## src/rtl/disp_ram_arbiter.sv

```systemverilog
// Single-port arbiter for the banked spectrogram display RAM: posted STFT writes
// through a small FIFO, display reads via rd_req/rd_ack with a bounded read burst.
module disp_ram_arbiter #(
    parameter int ADDRESS_WIDTH = 12,
    parameter int NO_BANKS      = 2,
    parameter int DATA_WIDTH    = 4,
    parameter int FIFO_DEPTH    = 4,
    parameter int MAX_RD_BURST  = 8
) (
    input  logic                          clk,
    input  logic                          reset_n,
    input  logic                          wr_en,
    input  logic [NO_BANKS-1:0]           wr_bank,
    input  logic [ADDRESS_WIDTH-1:0]      wr_addr,
    input  logic [DATA_WIDTH-1:0]         wr_data,
    input  logic                          rd_req,
    input  logic [NO_BANKS-1:0]           rd_bank,
    input  logic [ADDRESS_WIDTH-1:0]      rd_addr,
    output logic                          rd_ack,
    output logic                          rd_valid,
    output logic [DATA_WIDTH-1:0]         rd_data,
    output logic [NO_BANKS-1:0]           ram_ce,
    output logic                          ram_we,
    output logic [ADDRESS_WIDTH-1:0]      ram_addr,
    output logic [DATA_WIDTH-1:0]         ram_wdata,
    input  logic [DATA_WIDTH-1:0]         ram_rdata,
    output logic [$clog2(FIFO_DEPTH):0]   fifo_level,
    output logic                          wr_overflow
);

    localparam int PTR_W   = $clog2(FIFO_DEPTH);
    localparam int LVL_W   = PTR_W + 1;
    localparam int BURST_W = $clog2(MAX_RD_BURST + 1);
    localparam int ENTRY_W = NO_BANKS + ADDRESS_WIDTH + DATA_WIDTH;

    localparam logic [LVL_W-1:0]   LVL_ALMOST = LVL_W'(FIFO_DEPTH - 1);
    localparam logic [LVL_W-1:0]   LVL_FULL   = LVL_W'(FIFO_DEPTH);
    localparam logic [BURST_W-1:0] BURST_MAX  = BURST_W'(MAX_RD_BURST);

    typedef enum logic [1:0] {S_IDLE, S_WR, S_RD} state_t;

    state_t                     state_q, state_d;
    logic [ENTRY_W-1:0]         fifo_mem_q [FIFO_DEPTH];
    logic [PTR_W-1:0]           wr_ptr_q, wr_ptr_d;
    logic [PTR_W-1:0]           rd_ptr_q, rd_ptr_d;
    logic [LVL_W-1:0]           level_q, level_d;
    logic [BURST_W-1:0]         burst_q, burst_d;
    logic                       ovf_q, ovf_d;
    logic                       rd_valid_q;
    logic [NO_BANKS-1:0]        ram_ce_q, ram_ce_d;
    logic                       ram_we_q, ram_we_d;
    logic [ADDRESS_WIDTH-1:0]   ram_addr_q, ram_addr_d;
    logic [DATA_WIDTH-1:0]      ram_wdata_q, ram_wdata_d;

    logic                       fifo_nempty;
    logic                       pop;
    logic                       push_ok;
    logic                       rd_pend;
    logic [NO_BANKS-1:0]        head_bank;
    logic [ADDRESS_WIDTH-1:0]   head_addr;
    logic [DATA_WIDTH-1:0]      head_data;

    assign {head_bank, head_addr, head_data} = fifo_mem_q[rd_ptr_q];
    assign fifo_nempty = (level_q != '0);
    // A read issued last cycle is exactly the read-pending condition.
    assign rd_pend     = (state_q == S_RD);

    always_comb begin
        state_d     = S_IDLE;
        wr_ptr_d    = wr_ptr_q;
        rd_ptr_d    = rd_ptr_q;
        level_d     = level_q;
        burst_d     = burst_q;
        ovf_d       = ovf_q;
        ram_ce_d    = '0;
        ram_we_d    = 1'b0;
        ram_addr_d  = ram_addr_q;
        ram_wdata_d = ram_wdata_q;
        pop         = 1'b0;
        push_ok     = 1'b0;

        if (level_q >= LVL_ALMOST) begin
            state_d = S_WR;
        end else if (fifo_nempty && (burst_q == BURST_MAX)) begin
            state_d = S_WR;
        end else if (rd_req) begin
            state_d = S_RD;
        end else if (fifo_nempty) begin
            state_d = S_WR;
        end

        case (state_d)
            S_WR: begin
                pop         = 1'b1;
                rd_ptr_d    = rd_ptr_q + PTR_W'(1);
                ram_ce_d    = head_bank;
                ram_we_d    = 1'b1;
                ram_addr_d  = head_addr;
                ram_wdata_d = head_data;
            end
            S_RD: begin
                ram_ce_d    = rd_bank;
                ram_addr_d  = rd_addr;
            end
            default: ;
        endcase

        // A push into a full FIFO is only accepted when the head leaves this cycle.
        push_ok = wr_en && ((level_q != LVL_FULL) || pop);
        if (wr_en && !push_ok) begin
            ovf_d = 1'b1;
        end
        if (push_ok) begin
            wr_ptr_d = wr_ptr_q + PTR_W'(1);
        end
        level_d = level_q + LVL_W'(push_ok) - LVL_W'(pop);

        if ((state_d == S_WR) || !fifo_nempty) begin
            burst_d = '0;
        end else if ((state_d == S_RD) && (burst_q != BURST_MAX)) begin
            burst_d = burst_q + BURST_W'(1);
        end
    end

    always_ff @(posedge clk or negedge reset_n) begin
        if (!reset_n) begin
            state_q     <= S_IDLE;
            wr_ptr_q    <= '0;
            rd_ptr_q    <= '0;
            level_q     <= '0;
            burst_q     <= '0;
            ovf_q       <= 1'b0;
            rd_valid_q  <= 1'b0;
            ram_ce_q    <= '0;
            ram_we_q    <= 1'b0;
            ram_addr_q  <= '0;
            ram_wdata_q <= '0;
        end else begin
            state_q     <= state_d;
            wr_ptr_q    <= wr_ptr_d;
            rd_ptr_q    <= rd_ptr_d;
            level_q     <= level_d;
            burst_q     <= burst_d;
            ovf_q       <= ovf_d;
            rd_valid_q  <= rd_pend;
            ram_ce_q    <= ram_ce_d;
            ram_we_q    <= ram_we_d;
            ram_addr_q  <= ram_addr_d;
            ram_wdata_q <= ram_wdata_d;
        end
    end

    always_ff @(posedge clk) begin
        if (push_ok) begin
            fifo_mem_q[wr_ptr_q] <= {wr_bank, wr_addr, wr_data};
        end
    end

    // rd_ack is combinational, so it is gated to stay low throughout reset.
    assign rd_ack      = (state_d == S_RD) && reset_n;
    assign rd_valid    = rd_valid_q;
    assign rd_data     = ram_rdata;
    assign ram_ce      = ram_ce_q;
    assign ram_we      = ram_we_q;
    assign ram_addr    = ram_addr_q;
    assign ram_wdata   = ram_wdata_q;
    assign fifo_level  = level_q;
    assign wr_overflow = ovf_q;

endmodule
```

## config.mk

```make
export PLATFORM = sky130hd
export DESIGN_NAME = disp_ram_arbiter
export DESIGN_NICKNAME = d
export VERILOG_FILES = /design/src/rtl/disp_ram_arbiter.sv
export SDC_FILE = /design/constraint.sdc
export NUM_CORES = 1
export LEC_CHECK = 0
export ABC_AREA = 1
export CORE_UTILIZATION = 50
export CTS_BUF_LIST = sky130_fd_sc_hd__clkbuf_4 sky130_fd_sc_hd__clkbuf_8
export CTS_CLUSTER_SIZE = 14
export DETAILED_ROUTE_END_ITERATION = 10
export PLACE_DENSITY_LB_ADDON = 0.1
export SLEW_MARGIN = 20
export SYNTH_ARGS = -nofsm -noshare
export SYNTH_HDL_FRONTEND = slang
export SYNTH_SLANG_ARGS = --single-unit
export TNS_END_PERCENT = 10
```

## constraint.sdc

```tcl
create_clock -name clk -period 2.6 [get_ports clk]
set_input_delay 0.26 -clock clk [delete_from_list [all_inputs] [get_ports clk]]
set_output_delay 0.26 -clock clk [all_outputs]
set_load 0.02 [all_outputs]
```

==> metrics.cfg <==
[status]
status = completed

[route]
vias = 2942
wl_per_cell_um = 15.48
drt-total-wl_um = 9102
post-route-drc-count = 0
drtAntennaViolNets = 0
firstDrtPassIters = 4
drtIter0Drc = 188
via_per_inst = 5.003

[sta]
finalCritPeriodShare = 0.9800
period_minus_slack_ns = 2.548
tns_ns = 0
grt_setup_unrepaired = true
slew_headroom = 0.6752
clock_skew_ns = 0.01261
finalHoldViolCount = 0
drv_slew = 0
finalSetupViolations = 0
fmax_mhz = 392.5
tightest_slew_ns = 0.4872

[logic_synthesis]
synth_nets = 451
ys_top_cells_by_area = edfxtp_1 49%, dfrtp_1 19%, nand2_1 8.7%
yosysTopAreaCell = edfxtp_1
synth_cell_type_count = 24
synth_adder_area_share = 0.03548
syn_avg_cell_area_um2 = 11.14
synth_top_family_by_area = simple AND/OR/NAND/NOR gates
synth_edf_count = 72
synth_compound_area_frac = 0.04872
synth_top_area_share = 0.4866
syn_area_um2 = 4443
synth_top_flop_cell = edfxtp_1
synth_simple_gate_area_frac = 0.1608
yosys.area_share.xor_xnor = 0.01183
async_reset_ff_frac = 0.3208
ys_seq_area_frac = 0.6781
ys_ff_latch = 106
syn_inst = 399
ys_warn_count = 0
yosysMostFrequentCell = nand2_1
muxShareOfSynthArea = 0
synth_common_cells = 103 x nand2_1, 72 x edfxtp_1, 40 x nor2_1, 34 x dfrtp_1

[cells_and_area]
nFillCells = 696
diodes = 0
ff_latch_area_um2 = 3015
layout-drive-gt1-share = 0.1417
syn_to_final_growth_pct = 25.37
final_nets = 527
multiInputGateArea_um2 = 1242
design_area_um2 = 5570

[critical_path]
critPathCaptureType = flip-flop
critical_path_arrival_ns = 2.82
crit_type = reg -> reg
crit_cells = 16
r2r_end = fifo_level[1]
cp.buffers_inverters = 6
crit_path_cell_trace = ha_4, o21ai_2, nand2_1, inv_1, nand3_2, buf_6, ha_4, inv_4, nand3_4, nand2_4, ha_4, inv_2, ha_4, inv_2, fa_2, inv_2
reg2reg_depth = 16
cp.required_ns = 2.87
reg2reg_slack_ns = 0.05
crit_top_cell = ha_4
crit_slowest_cell = fa_2
worst_path_largest_cell_delay_ns = 0.53
startpoint_type = flip-flop
critPathTopFamily = adder cells
crit_start = fifo_level[1]
endpoint = fifo_level[1]
reg2reg_from = fifo_level[1]
path_max_fanout = 5

[floorplan]
dieArea_um2 = 9267
die_y_um = 96.27
num_io_pins = 69
rows = 34
die_w_um = 96.27
coreArea_um2 = 8678
start_util = 0.5120

[global_route]
grt_max_degree = 36
grt_pass1_vias = 2879
grt_pass1_wl_um = 14350
grt_overflow = 0
antenna_found_initial = 0
grt_usage = 0.2178

[power_and_ir_drop]
intPower_mw = 4.169
leakage_nw = 2.314
clockPowerShare = 0.180
sw_frac_of_total = 0.3817
p_seq_frac = 0.374
p_per_area_nw_per_um2 = 1211
ir_worst_vdd_mv = 0.5145
p_comb_frac = 0.446
p_switching_mw = 2.574

[clock_network]
cts.sinks = 106
numCtsBuffers = 9
clkLatencyLatePin_ns = 0.36
root_buffer = clkbuf_8
path_clk_slew_ns = 0.10
htreeDepth = 3
cts_tree = built
cts_buffer_depth = 2

[placement]
hpwlAfterDp_um = 5931
gp_congestion = 0.7675
io_buffers = 60
place_area_um2 = 5219

[flow_run]
max_cap_violations = 0

[worst_hold_path]
min_path_type = reg -> reg

==> state kept, by name, indices dropped and copies added (netlist names) <==
signal,count
fifo_mem_q,72
ram_ce,2
wr_overflow,1
ram_wdata,4
fifo_level,3
rd_valid,1
state_q,2
rd_ptr_q,2
burst_q,4
ram_addr,12
ram_we,1
wr_ptr_q,2
==> layer usage <==
layer	share of wire	vias to the layer above	routed length [um]	global-route usage
met5	0	-	0	0
met2	0.51	55	4674	0.3694
met3	0.034	5	307	0.04265
li1	-	1465	-	-
met1	0.45	1417	4054	0.2826
met4	0.0071	0	65	0.06716
==> what timing repair did <==
action	4_1_cts	5_1_grt
gates resized for setup	1	15
endpoints found under the hold margin	34	0
pin swaps	0	8
endpoints found under the setup margin	2	10
buffers inserted	0	6
hold buffers	1	0
==> power by group through the flow <==
stage | clock network (mW) | registers [mW] | logic, mW
3_5_place_dp | 0 | 2.56 | 2.87
5_1_grt | 1.29 | 2.58 | 3.39
3_3_place_gp | 0 | 2.53 | 2.79
6_report | 1.21 | 2.52 | 3.01
2_1_floorplan | 0 | 2.74 | 1.70
4_1_cts | 1.23 | 2.52 | 2.89
==> logic make-up (layout without fill, tap and decap cells) <==
family,count (synthesis),in the layout
buffers and inverters,57,138
AND/OR/NAND/NOR,178,178
AO/OA/AOI/OAI,40,40
XOR/XNOR,6,6
adder cells (fa/ha/maj),12,12
flip-flops,106,106
==> stage by stage <==
step	hold WS, ns	power (mW)	setup slack (ns)	utilization	std cells
finish	0.4064	6.744	0.05199	0.6419	588
global placement	0.3705	5.329	0.08149	0.6014	565
floorplan	-0.03559	4.438	-0.1733	-	399
CTS	0.4119	6.644	-0.007756	0.6306	582
detailed placement	0.3747	5.421	0.01465	0.6014	565
global route	0.4323	7.263	-0.05992	0.6419	588
==> placed cells by master, fill, tap and decap left out, types with 2 or more instances in the layout <==
| cell | count |
|---|---|
| inv_1 | 28 |
| ha_4 | 4 |
| clkbuf_8 | 9 |
| clkdlybuf4s50_1 | 58 |
| nor2_2 | 4 |
| nor2_1 | 35 |
| nand3_1 | 31 |
| inv_2 | 7 |
| o21ai_1 | 13 |
| dfrtp_2 | 2 |
| ha_1 | 7 |
| buf_4 | 23 |
| xor2_1 | 5 |
| bufinv_16 | 3 |
| nand2_1 | 101 |
| inv_6 | 3 |
| dfrtp_1 | 32 |
| nand2_2 | 2 |
| o211ai_1 | 5 |
| inv_4 | 2 |
| a21oi_1 | 18 |
| edfxtp_1 | 72 |
==> area by class of cell <==
type	count	share of cell area
clock buffers	9	0.02224
well taps	108	0.02426
clock inverters	7	0.02179
repair buffers	85	0.1415
inverters	37	0.02583
flip-flops and latches	106	0.5413
multi-input cells	236	0.2230
==> worst min path at each step <==
stage	from	end	slack, ns	cells after the start
3_5_place_dp	reset_n	ram_ce[1]	0.37	2
6_report	state_q[0]	rd_valid	0.41	1
3_3_place_gp	reset_n	ram_wdata[1]	0.37	2
4_1_cts	state_q[0]	rd_valid	0.41	1
5_1_grt	state_q[0]	rd_valid	0.43	1
2_1_floorplan	reset_n	burst_q[0]	-0.04	0
No activity file was read; power rests on OpenSTA's default activity.
